## config.mk

```make
export PLATFORM = sky130hd
export DESIGN_NAME = board_win_scanner
export DESIGN_NICKNAME = d
export VERILOG_FILES = /design/src/rtl/board_win_scanner.sv
export SDC_FILE = /design/constraint.sdc
export NUM_CORES = 1
export LEC_CHECK = 0
export ABC_AREA = 1
export BUFFER_PORTS_ARGS = -buffer_cell sky130_fd_sc_hd__buf_4
export CAP_MARGIN = 20
export CORE_AREA = 5 5 76 85
export CTS_CLUSTER_SIZE = 14
export DETAILED_ROUTE_END_ITERATION = 12
export DIE_AREA = 0 0 81 90
export PLACE_DENSITY = 0.77
export SKIP_LAST_GASP = 1
export SLEW_MARGIN = 25
export SYNTH_ARGS = -nofsm -noshare
export SYNTH_HDL_FRONTEND = slang
export SYNTH_SLANG_ARGS = --single-unit
```

## constraint.sdc

```tcl
create_clock -name clk -period 2.4 [get_ports clk]
set_input_delay 0.24 -clock clk [delete_from_list [all_inputs] [get_ports clk]]
set_output_delay 0.24 -clock clk [all_outputs]
set_load 0.02 [all_outputs]
```

## src/rtl/board_win_scanner.sv

```systemverilog
// Sequential four-in-a-row detector for the 4x4 board: snapshots the board on start,
// evaluates one of the 10 candidate lines per clock and reports winner/line/draw.
module board_win_scanner #(
  parameter int EARLY_EXIT = 1
) (
  input  logic        clk,
  input  logic        reset_n,
  input  logic        start,
  input  logic [15:0] gameboard,
  input  logic [15:0] players_cells,
  output logic        busy,
  output logic        done,
  output logic        win_valid,
  output logic        winner,
  output logic [3:0]  win_line,
  output logic        draw
);

  localparam logic [1:0] S_IDLE   = 2'd0;
  localparam logic [1:0] S_SCAN   = 2'd1;
  localparam logic [1:0] S_REPORT = 2'd2;
  localparam logic [3:0] LAST_LINE = 4'd9;

  logic [1:0]  state_q, state_d;
  logic [3:0]  line_q, line_d;
  logic [15:0] gb_q, gb_d;
  logic [15:0] pc_q, pc_d;
  logic        win_valid_q, win_valid_d;
  logic        winner_q, winner_d;
  logic [3:0]  win_line_q, win_line_d;
  logic        draw_q, draw_d;

  logic [15:0] line_mask;
  logic [15:0] line_owners;
  logic        line_win;
  logic        line_owner;

  // Cell set of the line under evaluation; cell index = row*4 + col.
  always_comb begin
    line_mask = 16'h0000;
    case (line_q)
      4'd0: line_mask = 16'h000F;
      4'd1: line_mask = 16'h00F0;
      4'd2: line_mask = 16'h0F00;
      4'd3: line_mask = 16'hF000;
      4'd4: line_mask = 16'h1111;
      4'd5: line_mask = 16'h2222;
      4'd6: line_mask = 16'h4444;
      4'd7: line_mask = 16'h8888;
      4'd8: line_mask = 16'h8421;
      4'd9: line_mask = 16'h1248;
      default: line_mask = 16'h0000;
    endcase
  end

  // Owner bits only matter once every cell of the line is occupied.
  assign line_owners = pc_q & line_mask;
  assign line_win    = (line_mask != 16'h0000) && ((gb_q & line_mask) == line_mask) &&
                       ((line_owners == line_mask) || (line_owners == 16'h0000));
  assign line_owner  = |line_owners;

  always_comb begin
    state_d     = state_q;
    line_d      = line_q;
    gb_d        = gb_q;
    pc_d        = pc_q;
    win_valid_d = win_valid_q;
    winner_d    = winner_q;
    win_line_d  = win_line_q;
    draw_d      = draw_q;
    case (state_q)
      S_IDLE: begin
        if (start) begin
          state_d     = S_SCAN;
          line_d      = 4'd0;
          gb_d        = gameboard;
          pc_d        = players_cells;
          win_valid_d = 1'b0;
          winner_d    = 1'b0;
          win_line_d  = 4'd0;
          draw_d      = 1'b0;
        end
      end
      S_SCAN: begin
        if (line_win && !win_valid_q) begin
          win_valid_d = 1'b1;
          winner_d    = line_owner;
          win_line_d  = line_q;
        end
        if ((win_valid_d && (EARLY_EXIT != 0)) || (line_q == LAST_LINE)) begin
          state_d = S_REPORT;
          draw_d  = (gb_q == 16'hFFFF) && !win_valid_d;
        end else begin
          line_d = line_q + 4'd1;
        end
      end
      S_REPORT: begin
        state_d = S_IDLE;
      end
      default: begin
        state_d = S_IDLE;
      end
    endcase
  end

  always_ff @(posedge clk or negedge reset_n) begin
    if (!reset_n) begin
      state_q     <= S_IDLE;
      line_q      <= 4'd0;
      gb_q        <= 16'h0000;
      pc_q        <= 16'h0000;
      win_valid_q <= 1'b0;
      winner_q    <= 1'b0;
      win_line_q  <= 4'd0;
      draw_q      <= 1'b0;
    end else begin
      state_q     <= state_d;
      line_q      <= line_d;
      gb_q        <= gb_d;
      pc_q        <= pc_d;
      win_valid_q <= win_valid_d;
      winner_q    <= winner_d;
      win_line_q  <= win_line_d;
      draw_q      <= draw_d;
    end
  end

  assign busy      = (state_q == S_SCAN);
  assign done      = (state_q == S_REPORT);
  assign win_valid = win_valid_q;
  assign winner    = winner_q;
  assign win_line  = win_line_q;
  assign draw      = draw_q;

endmodule

```

# Yosys cells after proc, flatten, opt, wreduce, memory -nomap -nowiden
# Memory sizes are Yosys's and may differ from the RTL's.
# Cells that the tools add are included.
[classes] add_sub_neg=1 eq_ne=10 mux=16 bitwise_logic=2 reduce_logical=19
[op_table] op="AND 16 bit" n=2
[op_table] op="== test 16 bit" n=2
[op_table] op="== test 16 bit, second input constant" n=1
[op_table] op="logical NOT 16 bit" n=1
[op_table] op="case mux 4 bit (2 select lines)" n=2
[op_table] op="nonzero test 16 bit" n=1
[op_table] op="OR reduction 16 bit" n=1
[op_table] op="two-way mux 4 bit" n=3
[op_table] op="AND reduction 3 bit" n=3
[op_table] op="case mux 1 bit (2 select lines)" n=3
[op_table] op="AND reduction 2 bit" n=3
[op_table] op="two-way mux 1 bit" n=5
[op_table] op="adder 4 x 1 -> 4 bit, second input constant" n=1
[op_table] op="== test 4 bit, second input constant" n=1
[op_table] op="logical AND 1 bit" n=4
[op_table] op="two-way mux 2 bit" n=2
[op_table] op="inequality test 2 x 1 -> 1 bit, second input constant" n=2
[op_table] op="inequality test 2 bit, second input constant" n=2
[op_table] op="case mux 2 bit (2 select lines)" n=1
[op_table] op="== test 2 x 1 -> 1 bit, second input constant" n=1
[op_table] op="== test 2 bit, second input constant" n=1
[op_table] op="logical NOT 1 bit" n=2
[op_table] op="logical NOT 2 bit" n=1
[op_table] op="logical OR 1 bit" n=2
[op_table] op="nonzero test 2 bit" n=1
[totals] register_bits=45 rom_bits=256 inputBits=35 out_inout_bits=9 elab_cells=57 memories=1
[mem_list] name="(name not given)" words=16 width=16 rd=1 rd_clocked_by_memory_dff=0 write_ports=0 line_no="41" text="case (line_q)"

# Logic depth before layout (Yosys ltp)
# Gate-level depths: netlist of the first run.
# An unclocked memory read counts as a cell.
[logic_depth] ltp_word=12 ltp_mapped=18 depth_no_buf=18

# Worst setup path before layout of the first run
# Ideal clock, no wire load.
[synth_path] path_kind="reg2reg" start="register line_q[0]" end="register line_q[3]" setup_time_ns=0.120 arrival_ns=1.864 t_required_ns=2.280 slack_ns=0.416 path_stages_with_launch=17 n_path_buf=0 synth_period_minus_slack_ns=1.984 path_cell_list="dfrtp_1 inv_1 ha_1 inv_1 nand2_1 nand2_1 nand2_1 nand2_1 o21ai_1 inv_1 nand3_1 nor2_4 nand2_4 nand2_4 nand2_4 nand2_1 o21ai_2"
[synth_via] elab_chain_cells=11 word_cells_on_any_way=20 classes_between="add/sub: 1; eq/ne: 4; mux: 4; bitwise: 2; reduce/logical: 8; memory: 1"
[synth_rtl] element="start: declaration" line_no="25" text="logic [3:0] line_q, line_d;"
[synth_rtl] element="start signal: assignment" line_no="118" text="line_q <= line_d;"
[synth_rtl] element="memory read (16 x 16 bit)"
[synth_rtl] element="AND 16 bit (on tied branches)" line_no="58, 57"
[synth_rtl] element="== test 16 bit (tied with other cells)" line_no="58" text="assign line_win = (line_mask != 16'h0000) && ((gb_q & line_mask) == line_mask) &&"
[synth_rtl] element="logical AND 1 bit or logical OR 1 bit (tied branches)" line_no="58, 59"
[synth_rtl] element="logical AND 1 bit" line_no="58"
[synth_rtl] element="logical AND 1 bit" line_no="85" text="if (line_win && !win_valid_q) begin"
[synth_rtl] element="two-way mux 1 bit" line_no="85"
[synth_rtl] element="two-way mux 1 bit" line_no="71" text="case (state_q)"
[synth_rtl] element="logical OR 1 bit" line_no="90" text="if ((win_valid_d && (EARLY_EXIT != 0)) || (line_q == LAST_LINE)) begin"
[synth_rtl] element="inequality test 2 bit (no source line)"
[synth_rtl] element="AND reduction 3 bit (no source line)"
# Parallel ways exist; a longest one is shown, timed or not. The select of a mux whose other input is x is not followed.
# A chain may end at the register's enable or synchronous reset.

# Worst setup path after layout of the first run
[layout_path] start="register line_q[1]" end="register win_line_q[2], in the netlist win_line[2]"
[layout_via] elab_chain_cells=8 word_cells_on_any_way=13 classes_between="eq/ne: 3; bitwise: 2; reduce/logical: 7; memory: 1"
[layout_rtl] element="memory read (16 x 16 bit) *"
[layout_rtl] element="AND 16 bit (on tied branches)" line_no="58, 57"
[layout_rtl] element="== test 16 bit (tied with other cells)" line_no="58"
[layout_rtl] element="logical AND 1 bit or logical OR 1 bit (tied branches)" line_no="58, 59"
[layout_rtl] element="logical AND 1 bit *" line_no="58"
[layout_rtl] element="logical AND 1 bit *" line_no="85"
[layout_rtl] element="inequality test 2 x 1 -> 1 bit (no source line) *"
[layout_rtl] element="AND reduction 3 bit (no source line) *"
[layout_rtl] element="end signal: assignment" line_no="123" text="win_line_q <= win_line_d;"
[layout_rtl] element="end: declaration" line_no="30" text="logic [3:0] win_line_q, win_line_d;"
# Mark *: on every way between the ends. The rest lies on a longest branch, timed or not.

==> flow_metrics.env, run 1 <==
export IMPL_holdCritPathClass="in2reg"
export IMPL_ctsHtreeMaxLevel=2
export IMPL_endpoint_kind="flip-flop"
export IMPL_ioPinCount=44
export IMPL_rr_worst_depth=14
export IMPL_cpLargestDelayFamily="simple AND/OR/NAND/NOR gates"
export IMPL_reg2reg_from="line_q[1]"
export IMPL_final_layout_size_suffix_gt1_frac=0.249
export IMPL_syn_area_per_cell_um2=7.34
export IMPL_instances_no_fill=483
export IMPL_status="finished, final reports clean"
export IMPL_synthFlopType="dfrtp_1"
export IMPL_slew_viol_final=0
export IMPL_cts_sinks=45
export IMPL_ys_warn_count=0
export IMPL_grt_pass1_wl_um=11000
export IMPL_max_freq_mhz=450
export IMPL_grt_start_max_net_pins=54
export IMPL_antennaDiodeCount=0
export IMPL_num_rows=29
export IMPL_post_route_period_util=0.926
export IMPL_rrSetupSlack_ns=0.18
export IMPL_cp_data_arrival_time_ns=2.41
export IMPL_core_area_um2=5590
export IMPL_worst_pin_slew_ns=0.567
export IMPL_first_pass_iters=4
export IMPL_holdPathEnd="gb_q[10]"
export IMPL_nets=445
export IMPL_cts_tree="built"
export IMPL_wl_met1_um=2840
export IMPL_ys_seq_elements=45
export IMPL_start_kind="flip-flop"
export IMPL_synthArstFlopShare=1.00
export IMPL_first_iter_violations=147
export IMPL_grt_total_usage=0.189
export IMPL_path_max_fanout=6
export IMPL_cts_path_max_buffers=2
export IMPL_path_common_cell="nand2_1"
export IMPL_synth_top_area_frac=0.427
export IMPL_cap_violations=0
export IMPL_skew_ns=0.00681
export IMPL_cp_required_ns=2.59
export IMPL_power_density_nw_per_um2=1170
export IMPL_synth_cell_type_count=32
export IMPL_clkLatencyLatePin_ns=0.30
export IMPL_cts_buffers=5
export IMPL_port_buffers=43
export IMPL_routed_wl_met3_um=296
export IMPL_synthToLayoutAreaGrowth_pct=21.5
export IMPL_cp_slowest_cell="dfrtp_1"
export IMPL_synthCells=359
export IMPL_cts_root_buffer="clkbuf_8"
export IMPL_hold_path_depth=3
export IMPL_seq_area_frac_synth=0.427
export IMPL_clkTransAtPathRegs_ns=0.08
export IMPL_hold_ws_ns=0.128
export IMPL_worstHoldStart="gameboard[10]"
export IMPL_drcViolationCount=0
export IMPL_gp_congestion=0.950
export IMPL_grt_overflow=0
export IMPL_top_layer="met4"
export IMPL_syn_area_um2=2640
export IMPL_die_w_um=81
export IMPL_wl_per_cell_um=13.4
export IMPL_viasPerCell=5.13
export IMPL_r2r_end="win_line[2]"
export IMPL_die_height_um=90
export IMPL_setup_violations=0
export IMPL_die_area_um2=7290
export IMPL_initial_core_util=0.472
export IMPL_critPathBufInv=2
export IMPL_path_cells="buf_4 > ha_1 > inv_2 > nand2_4 > nand2_1 > nor2_1 > nand2_1 > nand2_1 > nor2_1 > nand3_2 > nor2_4 > nand4_1 > nand3_1 > nand2_1"
export IMPL_p_total_mw=3.74
export IMPL_leakage_nw=1.68
export IMPL_vias=2478
export IMPL_grt_pass1_vias=2447
export IMPL_synth_area_leader_cell="dfrtp_1"
export IMPL_period_minus_slack_ns=2.22
export IMPL_max_stage_delay_ns=0.40
export IMPL_worstSetupPathType="reg2reg"
export IMPL_ys_top_cells_by_area="dfrtp_1 (43%), nand2_1 (18%), nand3_1 (5.3%)"
export IMPL_hpwl_um=4790
export IMPL_dr_wl_met2_um=3080
export IMPL_postRouteAntennaNets=0
export IMPL_routed_wl_um=6450
export IMPL_ir_worst_vdd_uv=520
export IMPL_final_util=0.573
export IMPL_hold_viol=0
export IMPL_placed_cells=472
export IMPL_synth_edf_count=0
export IMPL_relSlewSlack=0.622
export IMPL_grt_antenna_before_repair=0
export IMPL_syn_nets=398
power by group:
group	leakage, nW	switching, mW	total [mW]	internal (mW)
registers	0.570	0.211	1.28	1.07
logic	1.06	1.22	1.91	0.691
clock network	0.0540	0.249	0.552	0.303
synth_stat cells (2+ instances only):
| cell type | count |
|---|---|
| buf_6 | 2 |
| o21ai_2 | 3 |
| nor2_2 | 2 |
| nand3_2 | 2 |
| nand2_4 | 6 |
| inv_2 | 4 |
| nand2_1 | 128 |
| clkinv_1 | 2 |
| nand2_2 | 7 |
| nor2_1 | 22 |
| nand4_1 | 19 |
| clkbuf_1 | 6 |
| a21oi_1 | 4 |
| o21ai_1 | 3 |
| nand3_1 | 28 |
| buf_2 | 2 |
| ha_1 | 4 |
| o21ai_0 | 22 |
| dfrtp_1 | 45 |
| inv_1 | 36 |
logic make-up after synthesis:
kind of cell / after synthesis / synth area share
AO/OA/AOI/OAI: 37 / 0.0850
XOR/XNOR: 1 / 0.00332
adder cells (fa/ha/maj): 4 / 0.0190
buffers and inverters: 53 / 0.0821
flip-flops: 45 / 0.427
AND/OR/NAND/NOR: 219 / 0.383
per-stage QoR:
stage	setup WS (ns)	TNS, ns	instance area, um^2
finish	0.179	0	3200
global route	-0.0419	-0.159	3200
CTS	0.0705	0	3150
detailed placement	-0.0107	-0.0148	3030
global placement	0.0389	0	3030
floorplan	0.416	0	2640
worst max path at each step:
stage                     depth (start not counted)  slack (ns)       from     endpoint
after floorplan                                  16        0.42  line_q[0]    line_q[3]
after global placement                           14        0.04  line_q[0]  win_line[2]
after detailed placement                         14       -0.01  line_q[1]       winner
after CTS                                        16        0.07  line_q[0]    line_q[3]
after global routing                             18       -0.04  line_q[1]    line_q[1]
final                                            14        0.18  line_q[1]  win_line[2]
routing by layer:
layer / GRT usage / vias to the layer above
met3: 0.0430 / 23
li1: - / 1241
met4: 0.0746 / 0
met1: 0.234 / 1141
met5: 0 / -
met2: 0.313 / 73
worst register-to-register path: cells and delay by family, from the launching register on:
family,cells,cell delay [ns]
DFF,1,0.40
adders and majority gates,1,0.21
buffers and inverters,2,0.27
and+or+nand+nor,11,1.23
placed cells by master, fill, tap and decap left out, types with 3 or more instances in the layout:
cell type and count:
nand2_4 7, o21ai_0 22, inv_1 33, nor2_2 5
nand3_1 28, buf_4 50, o21ai_1 3, nor2_1 19
nand2_2 14, dfrtp_1 45, nand4_1 19, inv_2 6
nand2_1 120, a21oi_1 4, clkbuf_8 5, o21ai_2 3
registers in the layout, indices dropped and copies added, names as in the netlist:
name	flops
draw	1
gb_q	16
line_q	4
pc_q	16
state_q	2
win_line	4
win_valid	1
winner	1
layout make-up:
| class | count | area, um^2 |
|---|---|---|
| Clock buffer | 5 | 68.8 |
| Sequential cell | 45 | 1130 |
| Tap cell | 77 | 96.3 |
| Inverter | 42 | 160 |
| Fill cell | 556 | 2390 |
| Clock inverter | 2 | 35.0 |
| Timing Repair Buffer | 51 | 385 |
| Multi-Input combinational cell | 261 | 1330 |
repair_timing:
| item | CTS | global route |
|---|---|---|
| setup endpoints to repair | 9 | 12 |
| pin swaps | 1 | 5 |
| hold endpoints to repair | 45 | 0 |
| gates cloned | 0 | 0 |
| hold buffers | 1 | 0 |
| setup buffers | 2 | 1 |
| resized for setup | 0 | 18 |
Power figures use the tool's default switching activity.
==> run 2, diff against run 1 <==
ABC_AREA = 0   (was 1)
CORE_AREA = 5 5 77 86   (was 5 5 76 85)
DIE_AREA = 0 0 82 91   (was 0 0 81 90)
GPL_ROUTABILITY_DRIVEN = 0   (was unset)
PLACE_DENSITY = 0.78   (was 0.77)
==> flow_metrics.env, run 2 <==
export IMPL_cts_root_buffer="clkbuf_8"
export IMPL_cts_path_max_buffers=2
export IMPL_cp_slowest_cell="a2111o_2"
export IMPL_period_minus_slack_ns=2.60
export IMPL_synthArstFlopShare=1.00
export IMPL_power_density_nw_per_um2=1270
export IMPL_synth_top_area_frac=0.410
export IMPL_final_area_um2=3680
export IMPL_post_route_period_util=1.09
export IMPL_leakage_nw=1.77
export IMPL_ctsHtreeMaxLevel=2
export IMPL_cts_buffers=5
export IMPL_viasPerCell=5.51
export IMPL_synthCells=334
export IMPL_synthToLayoutAreaGrowth_pct=33.8
export IMPL_core_area_um2=5660
export IMPL_max_stage_delay_ns=0.60
export IMPL_nFillCells=467
export IMPL_ys_warn_count=0
export IMPL_path_cells="inv_4 > ha_4 > nor2b_4 > a2111oi_4 > a2bb2oi_1 > nand4_1 > a2111o_2 > nor2_8 > mux2i_1"
export IMPL_synth_top_family_by_area="simple AND/OR/NAND/NOR gates"
export IMPL_drcViolationCount=0
export IMPL_synthAdderAreaFrac=0.0182
export IMPL_placed_area_um2=3420
export IMPL_grt_antenna_before_repair=0
export IMPL_synth_compound_area_frac=0.152
export IMPL_cp_required_ns=2.62
export IMPL_rsz0062_at_grt="yes"
export IMPL_hold_path_depth=3
export IMPL_grt_overflow=0
export IMPL_path_max_fanout=8
export IMPL_setup_violations=13
export IMPL_final_util=0.650
export IMPL_ys_top_cells_by_area="dfrtp_1 (41%), nand2_1 (16%), mux2i_1 (6.2%)"
export IMPL_dp_slack_ns=-0.274
export IMPL_fin_ws_ns=-0.205
export IMPL_port_buffers=43
export IMPL_seq_area_frac_synth=0.410
export IMPL_synth_area_leader_cell="dfrtp_1"
export IMPL_grt_pass1_vias=2751
export IMPL_cts_sinks=45
export IMPL_ir_worst_vdd_uv=578
export IMPL_cap_violations=0
export IMPL_synth_commonest_cells="nand2_1 (118), dfrtp_1 (45), mux2i_1 (17), nor2_1 (13), clkbuf_1 (12)"
export IMPL_initial_core_util=0.486
export IMPL_clkLatencyLatePin_ns=0.30
export IMPL_clkTransAtPathRegs_ns=0.09
export IMPL_hpwl_um=5510
export IMPL_holdCritPathClass="in2reg"
export IMPL_synthMuxAreaShare=0.0660
export IMPL_cts_tree="built"
export IMPL_syn_area_per_cell_um2=8.23
export IMPL_synth_edf_count=0
export IMPL_placed_cells=474
export IMPL_start_kind="flip-flop"
export IMPL_worst_pin_slew_ns=0.570
export IMPL_instances_no_fill=490
export IMPL_hold_ws_ns=0.126
export IMPL_rr_worst_depth=9
export IMPL_die_height_um=91
export IMPL_synth_xor_area_share=0.00319
export IMPL_grt_total_usage=0.219
export IMPL_wl_per_cell_um=15.6
export IMPL_max_freq_mhz=384
export IMPL_ys_seq_elements=45
export IMPL_routed_wl_um=7670
export IMPL_antennaDiodeCount=0
export IMPL_postRouteAntennaNets=0
export IMPL_tns_ns=-1.90
export IMPL_vias=2698
export IMPL_first_pass_iters=5
export IMPL_slew_viol_final=0
export IMPL_syn_area_um2=2750
export IMPL_reg_top3="gb_q x16, pc_q x16"
export IMPL_final_layout_size_suffix_gt1_frac=0.291
export IMPL_worstSetupPathType="reg2reg"
export IMPL_p_total_mw=4.68
export IMPL_hold_viol=0
export IMPL_grt_pass1_wl_um=12900
export IMPL_synthFlopType="dfrtp_1"
export IMPL_first_iter_violations=257
export IMPL_relSlewSlack=0.619
export IMPL_syn_nets=373
export IMPL_synth_cell_type_count=56
export IMPL_skew_ns=0.00728
export IMPL_die_area_um2=7460
export IMPL_ioPinCount=44
export IMPL_failed_checks="negative setup slack"
export IMPL_nets=451
export IMPL_cp_data_arrival_time_ns=2.82
export IMPL_num_rows=29
export IMPL_layout_commonest_cell="nand2_1"
export IMPL_status="finished, violations left"
export IMPL_synthSimpleGateAreaFrac=0.294
export IMPL_yosysMostFrequentCell="nand2_1"
export IMPL_endpoint_kind="flip-flop"
export IMPL_final_cell_mix="nand2_1 (118), buf_4 (88), dfrtp_1 (43)"
export IMPL_die_w_um=82
export IMPL_grt_start_max_net_pins=46
-- run 2: cell count changes after synthesis, sizes merged, moves of 5 or more --
| cell | previous run | this run |
|---|---|---|
| inv | 40 | 7 |
| nand2 | 141 | 119 |
| nand3 | 30 | 8 |
| o21ai | 29 | 11 |
| mux2i | 0 | 17 |
| nand4 | 19 | 7 |
| nand2b | 0 | 11 |
| nor2 | 25 | 14 |
| clkbuf | 6 | 12 |
| buf | 5 | 10 |
-- run 2: metal layers --
layer | share of wire | vias up | routed length (um) | global-route usage
met1 | 0.40 | 1252 | 3060 | 0.279
li1 | - | 1301 | - | -
met3 | 0.061 | 29 | 468 | 0.0416
met5 | 0 | - | 0 | 0
met2 | 0.51 | 116 | 3910 | 0.360
met4 | 0.029 | 0 | 224 | 0.0845
-- run 2: area by class of cell --
class	count	area [um^2]	share of cell area
Inverter	8	35.0	0.00952
Multi-Input combinational cell	259	1560	0.424
Timing Repair Buffer	93	742	0.202
Tap cell	77	96.3	0.0262
Clock buffer	7	86.3	0.0235
Sequential cell	45	1130	0.307
Clock inverter	1	30.0	0.00816
-- run 2: power by group --
part	switching (mW)	leakage (nW)	internal, mW
combinational	1.34	1.14	1.30
clock	0.254	0.0585	0.340
sequential	0.381	0.570	1.06
total	1.98	1.77	2.70
-- run 2: worst max-delay path, delay by kind of cell, from the launching register on --
family	cells	cell delay (ns)
AO/OA/AOI/OAI	3	1.11
flip-flops	1	0.48
AND/OR/NAND/NOR	3	0.44
multiplexers	1	0.22
adder cells (fa/ha/maj)	1	0.20
buffers and inverters	1	0.07
-- run 2: path summary, 6_finish.rpt --
path | startpoint | end | slack, ns
worst max-delay path | line_q[1] | win_line[0] | -0.20
worst min-delay path | gameboard[9] | gb_q[9] | 0.13
worst max register to register | line_q[1] | win_line[0] | -0.20
worst min register to register | pc_q[9] | pc_q[9] | 0.53
max in group asynchronous | reset_n | line_q[0] | 1.52
min in group asynchronous | reset_n | gb_q[0] | 0.47
-- run 2: cell families after synthesis --
kind of cell,count (synthesis)
AND/OR/NAND/NOR,179
AO/OA/AOI/OAI,57
flip-flops,45
buffers and inverters,30
multiplexers,18
adder cells (fa/ha/maj),4
XOR/XNOR,1
-- run 2: what timing repair did --
| action | 4_1_cts | 5_1_grt |
|---|---|---|
| hold buffers | 1 | 0 |
| setup buffers | 5 | 2 |
| gates resized for setup | 14 | 4 |
| endpoints found under the setup margin | 13 | 13 |
| pin swaps | 2 | 0 |
| hold endpoints to repair | 45 | 0 |
